## src/rtl/ps2_pkg.sv

```systemverilog
// ps2_pkg: shared PS/2 host state encoding, command bytes and parity helper.
package ps2_pkg;
    typedef logic [2:0] state_t;
    localparam state_t ST_IDLE      = 3'd0;
    localparam state_t ST_INHIBIT   = 3'd1;
    localparam state_t ST_REQ       = 3'd2;
    localparam state_t ST_SEND      = 3'd3;
    localparam state_t ST_ACK       = 3'd4;
    localparam state_t ST_WAIT_IDLE = 3'd5;
    localparam logic [7:0] CMD_SET_LED = 8'hED;
    localparam logic [7:0] CMD_ENABLE  = 8'hF4;
    localparam logic [7:0] CMD_RESET   = 8'hFF;
    localparam logic [7:0] RSP_ACK     = 8'hFA;
    function automatic logic odd_parity(input logic [7:0] d);
        return ~^d;
    endfunction
endpackage

```

## src/rtl/ps2_sync_edge.sv

```systemverilog
// ps2_sync_edge: 2-flop synchroniser with falling-edge detect; idles high like the PS/2 lines.
module ps2_sync_edge (
    input  logic clk,
    input  logic rst,
    input  logic din,
    output logic dout,
    output logic fe
);
    logic s1, prev;
    always_ff @(posedge clk) begin
        if (rst) begin
            s1   <= 1'b1;
            dout <= 1'b1;
            prev <= 1'b1;
        end else begin
            s1   <= din;
            dout <= s1;
            prev <= dout;
        end
    end
    assign fe = prev & ~dout;
endmodule

```

## src/rtl/ps2_host_tx.sv

```systemverilog
// ps2_host_tx: PS/2 host-to-device command transmitter driving open-drain enables.
// Define PS2_HOST_TX_RETRY_EN to retransmit once after a NACK or watchdog expiry.
import ps2_pkg::*;
module ps2_host_tx #(
    parameter int INHIBIT_CYCLES = 12000,
    parameter int TIMEOUT_CYCLES = 1500000,
    parameter int CNT_W          = 21
) (
    input  logic       clk,
    input  logic       rst,
    input  logic       tx_valid,
    input  logic [7:0] tx_data,
    output logic       tx_ready,
    output logic       tx_busy,
    output logic       tx_done,
    output logic       tx_ack_ok,
    output logic       tx_err,
    input  logic       ps2_clk_in,
    input  logic       ps2_data_in,
    output logic       ps2_clk_oe,
    output logic       ps2_data_oe
);
    localparam logic [CNT_W-1:0] INH_LOAD = CNT_W'(INHIBIT_CYCLES - 1);
    localparam logic [CNT_W-1:0] WD_LOAD  = CNT_W'(TIMEOUT_CYCLES - 1);
    state_t           state;
    logic [CNT_W-1:0] cnt;
    logic [3:0]       idx;
    logic [9:0]       shreg;
    logic             data_oe_r, ack_r;
    logic             clk_s, data_s, clk_fe, unused_data_fe;
    logic             wd_active, expire;
`ifdef PS2_HOST_TX_RETRY_EN
    logic             retried;
`endif
    ps2_sync_edge u_clk_sync (.clk(clk), .rst(rst), .din(ps2_clk_in), .dout(clk_s), .fe(clk_fe));
    ps2_sync_edge u_data_sync (.clk(clk), .rst(rst), .din(ps2_data_in), .dout(data_s), .fe(unused_data_fe));
    assign tx_ready    = state == ST_IDLE;
    assign tx_busy     = ~tx_ready;
    assign ps2_clk_oe  = state == ST_INHIBIT;
    assign ps2_data_oe = data_oe_r;
    assign wd_active   = state inside {ST_SEND, ST_ACK, ST_WAIT_IDLE};
    // a device edge arriving on the expiry cycle keeps the transfer alive
    assign expire      = wd_active && cnt == '0 && !clk_fe;
    always_ff @(posedge clk) begin
        if (rst) begin
            state     <= ST_IDLE;
            cnt       <= '0;
            idx       <= '0;
            shreg     <= '0;
            data_oe_r <= 1'b0;
            ack_r     <= 1'b0;
            tx_done   <= 1'b0;
            tx_err    <= 1'b0;
            tx_ack_ok <= 1'b0;
`ifdef PS2_HOST_TX_RETRY_EN
            retried   <= 1'b0;
`endif
        end else begin
            tx_done   <= 1'b0;
            tx_err    <= 1'b0;
            tx_ack_ok <= 1'b0;
            if (wd_active) cnt <= clk_fe ? WD_LOAD : cnt - 1'b1;
            if (expire) begin
                data_oe_r <= 1'b0;
`ifdef PS2_HOST_TX_RETRY_EN
                if (!retried) begin
                    retried <= 1'b1;
                    cnt     <= INH_LOAD;
                    state   <= ST_INHIBIT;
                end else begin
                    state   <= ST_IDLE;
                    tx_done <= 1'b1;
                    tx_err  <= 1'b1;
                end
`else
                state   <= ST_IDLE;
                tx_done <= 1'b1;
                tx_err  <= 1'b1;
`endif
            end else begin
                case (state)
                    ST_IDLE: if (tx_valid) begin
                        shreg <= {1'b1, odd_parity(tx_data), tx_data};
                        cnt   <= INH_LOAD;
                        state <= ST_INHIBIT;
`ifdef PS2_HOST_TX_RETRY_EN
                        retried <= 1'b0;
`endif
                    end
                    ST_INHIBIT: begin
                        cnt <= cnt - 1'b1;
                        if (cnt == '0) begin
                            data_oe_r <= 1'b1;
                            state     <= ST_REQ;
                        end
                    end
                    ST_REQ: begin
                        cnt   <= WD_LOAD;
                        idx   <= '0;
                        state <= ST_SEND;
                    end
                    ST_SEND: if (clk_fe) begin
                        data_oe_r <= ~shreg[idx];
                        idx       <= idx + 4'd1;
                        if (idx == 4'd9) state <= ST_ACK;
                    end
                    ST_ACK: if (clk_fe) begin
                        ack_r <= ~data_s;
                        state <= ST_WAIT_IDLE;
                    end
                    ST_WAIT_IDLE: if (clk_s && data_s) begin
`ifdef PS2_HOST_TX_RETRY_EN
                        if (!ack_r && !retried) begin
                            retried <= 1'b1;
                            cnt     <= INH_LOAD;
                            state   <= ST_INHIBIT;
                        end else begin
                            state     <= ST_IDLE;
                            tx_done   <= 1'b1;
                            tx_ack_ok <= ack_r;
                        end
`else
                        state     <= ST_IDLE;
                        tx_done   <= 1'b1;
                        tx_ack_ok <= ack_r;
`endif
                    end
                    default: state <= ST_IDLE;
                endcase
            end
        end
    end
endmodule
```

## config.mk

```make
export PLATFORM = sky130hd
export DESIGN_NAME = ps2_host_tx
export DESIGN_NICKNAME = d
export VERILOG_FILES = /design/src/rtl/ps2_pkg.sv /design/src/rtl/ps2_sync_edge.sv /design/src/rtl/ps2_host_tx.sv
export SDC_FILE = /design/constraint.sdc
export NUM_CORES = 1
export LEC_CHECK = 0
export ABC_AREA = 1
export CORE_MARGIN = 8
export CORE_UTILIZATION = 38
export DETAILED_ROUTE_END_ITERATION = 6
export REMOVE_ABC_BUFFERS = 1
export SYNTH_ARGS = -nofsm -noshare
export SYNTH_HDL_FRONTEND = slang
export SYNTH_HIERARCHICAL = 1
export SYNTH_SLANG_ARGS = --single-unit
```

## constraint.sdc

```tcl
create_clock -name clk -period 1.5 [get_ports clk]
set_clock_uncertainty 0.15 [all_clocks]
set_input_delay 0.225 -clock clk [delete_from_list [all_inputs] [get_ports clk]]
set_output_delay 0.225 -clock clk [all_outputs]
set_load 0.02 [all_outputs]
```

== After elaboration in Yosys (flattened, before gate mapping) ==
Index checks and enable logic that the tools add are counted.

* Register bits after elaboration: 48
* Input port bits: 13
* Output and inout bits: 7
* Logic and storage cells: 77

* Add/subtract/negate cells: 2
* $lt $le $gt $ge: 1
* Equal/unequal tests: 12
* Muxes and demuxes: 23
* Bitwise gates (word level): 8
* Reductions and logical operators: 17

{| class="wikitable"
|+ Operators by type and width
! operator !! count
|-
| 21-bit two-way mux || 4
|-
| 21-bit case mux with 3 select lines || 1
|-
| 21-bit zero test || 1
|-
| 21-bit by 1-bit subtractor with 21-bit output (second input constant) || 1
|-
| 3-bit two-way mux || 6
|-
| 3-bit case mux with 6 select lines || 1
|-
| 3-bit AND reduction || 4
|-
| 4-bit case mux with 2 select lines || 1
|-
| 8-bit XNOR reduction || 1
|-
| 1-bit two-way mux || 7
|-
| 1-bit NOT || 7
|-
| 3-bit by 2-bit == test with 1-bit output (second input constant) || 2
|-
| 3-bit == test (second input constant) || 2
|-
| 2-bit by 1-bit inequality test with 1-bit output (second input constant) || 3
|-
| 2-bit inequality test (second input constant) || 3
|-
| 6-bit AND reduction || 1
|-
| 4-bit by 5-bit < comparator with 1-bit output (second input constant) || 1
|-
| 4-bit by 1-bit adder with 4-bit output (second input constant) || 1
|-
| 1-bit binary-select mux with 4-bit select || 1
|-
| 4-bit == test (second input constant) || 1
|-
| 4-bit two-way mux || 1
|-
| 2-bit nonzero test || 2
|-
| 4-bit OR reduction || 1
|-
| 3-bit by 1-bit == test with 1-bit output (second input constant) || 1
|-
| 7 further kinds || 9
|}

== Logic depth before layout (Yosys ltp) ==
Gate-level depths: netlist of the first run.

* Depth in word-level cells: 7
* Gate-level depth with buffers: 11
* Depth with buffers taken out: 10

== Hierarchy ==
The synthesis of the first run kept the hierarchy.

{| class="wikitable"
|+ Modules (own cells, without submodules)
! module !! instances !! cells each !! area each (um^2) !! sequential area each (um^2)
|-
| ps2_host_tx || 1 || 449 || 2,856.5 || 860.8
|-
| ps2_sync_edge || 2 || 12 || 93.8 || 60.1
|}

== Worst setup path before layout of the first run ==
OpenSTA, ideal clock, no wires.

* Path kind: flip-flop to flip-flop
* Start: reg cnt[0]
* End: reg cnt[10]
* Data arrival time: 1,354 ps
* Data required time: 1,237 ps
* Slack: -117 ps
* Stages on the path, launching flop included: 11
* Clock period less this slack: 1,617 ps
* Cells stage by stage: dfxtp_1 > inv_1 > ha_1 > nand2_2 > nor2_1 > nand2_1 > xnor2_1 > nand2_1 > nand2_1 > nor2_1 > nor2_1

* Longest elaborated chain between the ends: 6
* Elaborated cells between the ends (all ways): 9

{| class="wikitable"
|+ RTL lines
! element !! RTL line !! source
|-
| from (decl) || ps2_host_tx.sv:26 || <nowiki>logic [CNT_W-1:0] cnt;</nowiki>
|-
| from (signal assigned) || ps2_host_tx.sv:62 || <nowiki>if (wd_active) cnt <= clk_fe ? WD_LOAD : cnt - 1'b1;</nowiki>
|-
| from (signal assigned) || ps2_host_tx.sv:91 || <nowiki>cnt <= cnt - 1'b1;</nowiki>
|-
| 21-bit by 1-bit subtractor with 21-bit output || ps2_host_tx.sv:62, ps2_host_tx.sv:91 ||
|-
| 21-bit two-way mux (2 in series) || ps2_host_tx.sv:62 ||
|-
| 21-bit two-way mux || ps2_host_tx.sv:82 || <nowiki>ST_IDLE: if (tx_valid) begin</nowiki>
|-
| 21-bit case mux with 3 select lines || ps2_host_tx.sv:81 || <nowiki>case (state)</nowiki>
|-
| 21-bit two-way mux (*) || ps2_host_tx.sv:63 || <nowiki>if (expire) begin</nowiki>
|}

Every way passes the cells marked *; elsewhere a longest branch is shown, timed or not.
A chain may end at the register's enable or synchronous reset.

== Worst setup path in the final report of the first run ==
* Start: reg cnt[0]
* End: reg cnt[12]

The elaborated chain is that of the path after synthesis.

==> impl_metrics.toml, run 1 <==
[clock_network]
path_clk_slew_ns = 0.10
cts_tree = "yes"
cts_made_buffers = 5
clockBufferDepth = 2
htree_num_levels = 2
cts.sinks = 48
cts-hold-fix-buffers = 0
clk-insertion-delay-late_ns = 0.32
cts_root_buffer = "clkbuf_8"

[setup_path]
critPathKind = "flip-flop to flip-flop"
rr_worst_depth = 10
cp.required_ns = 1.60
cp-end-kind = "flip-flop"
critPathArrivalTime_ns = 1.72
r2r_end = "cnt[12]"
crit_end = "cnt[12]"
cp-start-kind = "flip-flop"
reg2reg_slack_ns = -0.12
crit_path_start = "cnt[0]"
regToRegStartpoint = "cnt[0]"
crit_path_max_fanout = 4

[final_layout]
antenna_cells = 0
area_growth_pct = 63.66
fin_util_pct = 64.06
final_common_cell = "nand2_1"
final_net_count = 603
final_cell_mix = "86 x nand2_1, 81 x buf_4, 46 x inv_1"
fillers = 675
drive_gt1_share_pct = 44.37
instances_no_fill = 688

[detailed_routing]
dr.first_iter.drc_count = 138
wl_per_cell_um = 14.60
ant_nets = 0
dr.pass1.iters = 4
wl_um = 10050
vias_per_cell = 5.115
vias = 3519
drc_errors = 0

[floorplan]
die_w_um = 105.0
dieArea_um2 = 11020
fp-row-count = 32
coreArea_um2 = 7687
io_pins = 20
dieHeight_um = 105.0
start_util_pct = 39.14

[global_route]
grtUsageMet3_pct = 2.641
grt_max_degree = 16
grt.total_usage_pct = 16.99
grt_pass1_wl_um = 15600
gr-total-overflow = 0
antenna_found_initial = 0
grt_busiest_layer = "met2"
grt_pass1_vias = 3436
grtUsageMet2_pct = 30.50
grt_util_met1_pct = 19.73

[placed_design]
dp_cells = 667
place_hpwl_um = 6716
gp_congestion = 0.8743
buffer_ports.inserted = 19

[flow_run]
cap_violations = 0

[pwr]
p_total_w = 0.01019
p_per_area_nw_per_um2 = 2070
ir_worst_vdd_mv = 0.8755
p_leak_nw = 2.247

[status]
violations = "negative setup slack"
status = "finished with violations"

[sta]
period_minus_slack_ns = 1.619
fin_crit_sh_pct = 107.9
setup_viol = 33
tightest_slew_ns = 0.3424
hold_viol = 0
slew_violations = 0
rsz0062_at_grt = "yes"
fmax_ghz = 0.6176
slew_headroom_pct = 77.15
finalWorstSetupSlack_ns = -0.1192

[hold_path]
hold_class = "flip-flop to flip-flop"
hold_start = "u_clk_sync/s1"

[logic_synthesis]
synth.avg_cell_area_um2 = 6.430
synthCells = 468
ys_warn_count = 6
netlist_area_um2 = 3009
==> registers in the layout, indices dropped and copies added (netlist names) <==
name,flops
cnt,21
shreg,10
idx,4
state,3
ack_r,1
ps2_data_oe,1
tx_ack_ok,1
tx_done,1
tx_err,1
u_clk_sync/dout,1
u_clk_sync/prev,1
u_clk_sync/s1,1
u_data_sync/dout,1
u_data_sync/s1,1
==> cell type report <==
class	instances	area, µm²	share of cell area (%)
repair buffers	122	1125	22.84
flip-flops and latches	48	1001	20.33
well taps	102	127.6	2.591
multi-input cells	344	2316	47.03
clock buffers	5	68.82	1.397
clock inverters	2	12.51	0.2541
inverters	65	274.0	5.564
==> what timing repair did <==
action                     CTS  global route
setup buffers                9             4
setup endpoints to repair   43            43
pin swaps                   37            47
gates cloned                 0             2
gates resized for setup    144            88
==> power by group <==
group          internal (W)  total, W  switching, W
sequential          0.00168   0.00208      0.000406
clock              0.000318  0.000810      0.000493
combinational       0.00348   0.00730       0.00382
==> how the worst min path moves through the flow <==
stage	to	depth (start not counted)	slack, ns
floorplan	cnt[12]	1	0.14
global placement	u_clk_sync/dout	2	0.24
detailed placement	u_clk_sync/dout	2	0.25
CTS	u_clk_sync/s1	3	0.27
global route	u_clk_sync/dout	2	0.30
finish	u_clk_sync/dout	2	0.27
==> metrics by stage <==
step | instance area [µm²] | setup slack (ns) | TNS (ns) | hold WS, ns
after global placement | 3981 | -0.2445 | -4.286 | 0.2414
after floorplan | 2933 | -0.1786 | -1.343 | 0.1441
after global routing | 4925 | -0.1618 | -4.687 | 0.3001
final | 4925 | -0.1192 | -1.445 | 0.2734
after CTS | 4529 | -0.07221 | -0.5668 | 0.2726
after detailed placement | 3981 | -0.2386 | -5.330 | 0.2517
==> per-layer routing <==
metal / wire length (µm) / share of wire (%)
met1: 4245 / 42
met4: 207 / 2.1
met5: 0 / 0
met3: 432 / 4.3
met2: 5161 / 51
==> worst max-delay path: stages (launching register included) <==
cell and delay, ns:
dfxtp_2 0.36, clkinv_4 0.09, ha_4 0.18, nand2_4 0.11, buf_6 0.12, inv_2 0.03, nand3_1 0.11, nand3_2 0.09
o21ai_1 0.09, nand2_1 0.07, a21oi_1 0.15
Power figures use the tool's default switching activity.
==> run 2: changes to the inputs <==
--- a/config.mk
+++ b/config.mk
@@ -9,6 +9,7 @@
 export CORE_MARGIN = 8
 export CORE_UTILIZATION = 38
 export DETAILED_ROUTE_END_ITERATION = 6
+export PLACE_DENSITY = 0.53
 export REMOVE_ABC_BUFFERS = 1
 export SYNTH_ARGS = -nofsm -noshare
 export SYNTH_HDL_FRONTEND = slang
==> run 2 against run 1 <==
The run still ends with negative setup slack left. Combinational power increased by 2%. Clock power is 25% higher. First-iteration DRC count is 45% higher. Utilization increased by 2.6 points. Design area grew 4.0%. Clock-buffer cell count unchanged. Wire length rose by 2.2%. Worst setup slack improved by 0.034 ns. Via count grew 0.97%. Critical path depth is the same. Largest cell class unchanged.
==> impl_metrics.toml, run 2 (same netlist as run 1, synthesis figures left out) <==
[final_layout]
area_growth_pct = 70.23
final_cell_mix = "94 x buf_4, 85 x nand2_1, 41 x inv_1"
antenna_cells = 0
fillers = 634
regMostFlops = "cnt"
final_net_count = 621
ff_latch_area_um2 = 1021
multi_input_area_um2 = 2366
biggestRegsByFlops = "cnt (21), shreg (10), idx (4)"
final_common_cell = "buf_4"
largest_reg_flops = 21
design_area_um2 = 5122
drive_gt1_share_pct = 48.93

[setup_path]
cp-start-kind = "flip-flop"
cp-end-kind = "flip-flop"
cp.required_ns = 1.56
crit_path_max_fanout = 5
cp_common_cell = "nand2_2"
critPathKind = "flip-flop to flip-flop"
path_cells = "nor2_2 -> nand2_2 -> inv_4 -> buf_4 -> nand2_4 -> nand2_2 -> a21oi_4 -> nand3_2 -> nand2_1 -> a21boi_1"
reg2reg_slack_ns = -0.09
critPathArrivalTime_ns = 1.64
cpPeakStageDelay_ns = 0.41
rr_worst_depth = 10
slowest_stage = "dfxtp_4"

[detailed_routing]
wl_met2_um = 5138
vias = 3553
vias_per_cell = 5.025
dr.pass1.iters = 4
wl_um = 10270
ant_nets = 0
drc_errors = 0
wl_per_cell_um = 14.52
dr.first_iter.drc_count = 200
routed-wl-met3_um = 406
wl_met1_um = 4581
top_layer_used = "met4"

[hold_path]
min_path_cells = 2
hold_class = "flip-flop to flip-flop"

[sta]
slew_violations = 0
period_minus_slack_ns = 1.586
fmax_ghz = 0.6307
hold_viol = 0
fin_crit_sh_pct = 105.7
tightest_slew_ns = 0.2474
rsz0062_at_grt = "yes"
slew_headroom_pct = 83.38
finalWorstSetupSlack_ns = -0.08554
setup_viol = 34
setup_tns_ns = -1.407

[clock_network]
clk-insertion-delay-late_ns = 0.31
cts_tree = "yes"
clockBufferDepth = 2
cts_made_buffers = 5
path_clk_slew_ns = 0.10
cts_root_buffer = "clkbuf_8"
cts.sinks = 48
htree_num_levels = 2

[status]
status = "finished with violations"
violations = "negative setup slack"

[floorplan]
coreArea_um2 = 7687
start_util_pct = 39.14
fp-row-count = 32
dieArea_um2 = 11020
dieHeight_um = 105.0
die_w_um = 105.0
io_pins = 20

[pwr]
p_total_w = 0.01055
ir_worst_vdd_mv = 1.119
p_per_area_nw_per_um2 = 2059
p_leak_nw = 2.373

[global_route]
grt_pass1_vias = 3568
grt_max_degree = 18
gr-total-overflow = 0
grt_pass1_wl_um = 16480
antenna_found_initial = 0
grt.total_usage_pct = 17.75

[placed_design]
dpl_cell_area_um2 = 4061
buffer_ports.inserted = 19
place_hpwl_um = 6954
gp_congestion = 0.9237

[flow_run]
cap_violations = 0
run 2: changes by cell type in the layout (fill, tap and decap cells not counted), moves of 4 or more:
| cell | delta |
|---|---|
| buf_4 | +13 |
| inv_1 | -5 |
| nand3_1 | -4 |
| inv_4 | +4 |
| xor2_2 | +4 |
| dfxtp_1 | -4 |
| buf_6 | +9 |
| dfxtp_4 | +6 |
run 2: area by class of cell:
class	instances	area share, %
Timing Repair Buffer	140	23.79
Clock buffer	5	1.343
Clock inverter	3	0.9038
Sequential cell	48	19.93
Multi-Input combinational cell	344	46.19
Tap cell	102	2.491
Inverter	65	5.349
run 2: path summary, 6_finish.rpt:
path                                   endpoint          start
worst max-delay path                   state[1]       state[1]
worst min-delay path            u_clk_sync/dout  u_clk_sync/s1
worst max register to register         state[1]       state[1]
worst min register to register  u_clk_sync/dout  u_clk_sync/s1
run 2: routing by layer:
layer  vias to the layer above  GRT usage [%]
met2                        65          29.77
met5                         -              0
met1                      1693          22.68
li1                       1783              -
met4                         0          5.912
met3                        12          2.641
run 2: critical path: cells and delay by family (launching register included):
family                 cells  cell delay [ns]
buffers and inverters      2             0.21
AO/OA/AOI/OAI              2             0.21
flip-flops                 1             0.41
AND/OR/NAND/NOR            6             0.51
run 2: power breakdown:
| group | switching (W) | total, W | internal (W) |
|---|---|---|---|
| logic | 0.00391 | 0.00743 | 0.00352 |
| clock network | 0.000505 | 0.00101 | 0.000503 |
| registers | 0.000404 | 0.00211 | 0.00170 |
run 2: what timing repair did:
action,CTS,global route
buffers inserted,14,8
pin swaps,25,65
hold buffers,0,0
setup endpoints to repair,45,43
gates resized for setup,145,122
run 2: per-stage QoR:
step	std cells	hold WS (ns)	setup slack, ns	utilization [%]
after floorplan	457	0.1441	-0.1786	-
after global placement	681	0.2417	-0.1744	52.83
after detailed placement	681	0.2512	-0.2195	52.83
after CTS	702	0.2721	-0.08610	60.16
after global routing	707	0.2956	-0.1785	66.63
final	707	0.2749	-0.08554	66.63
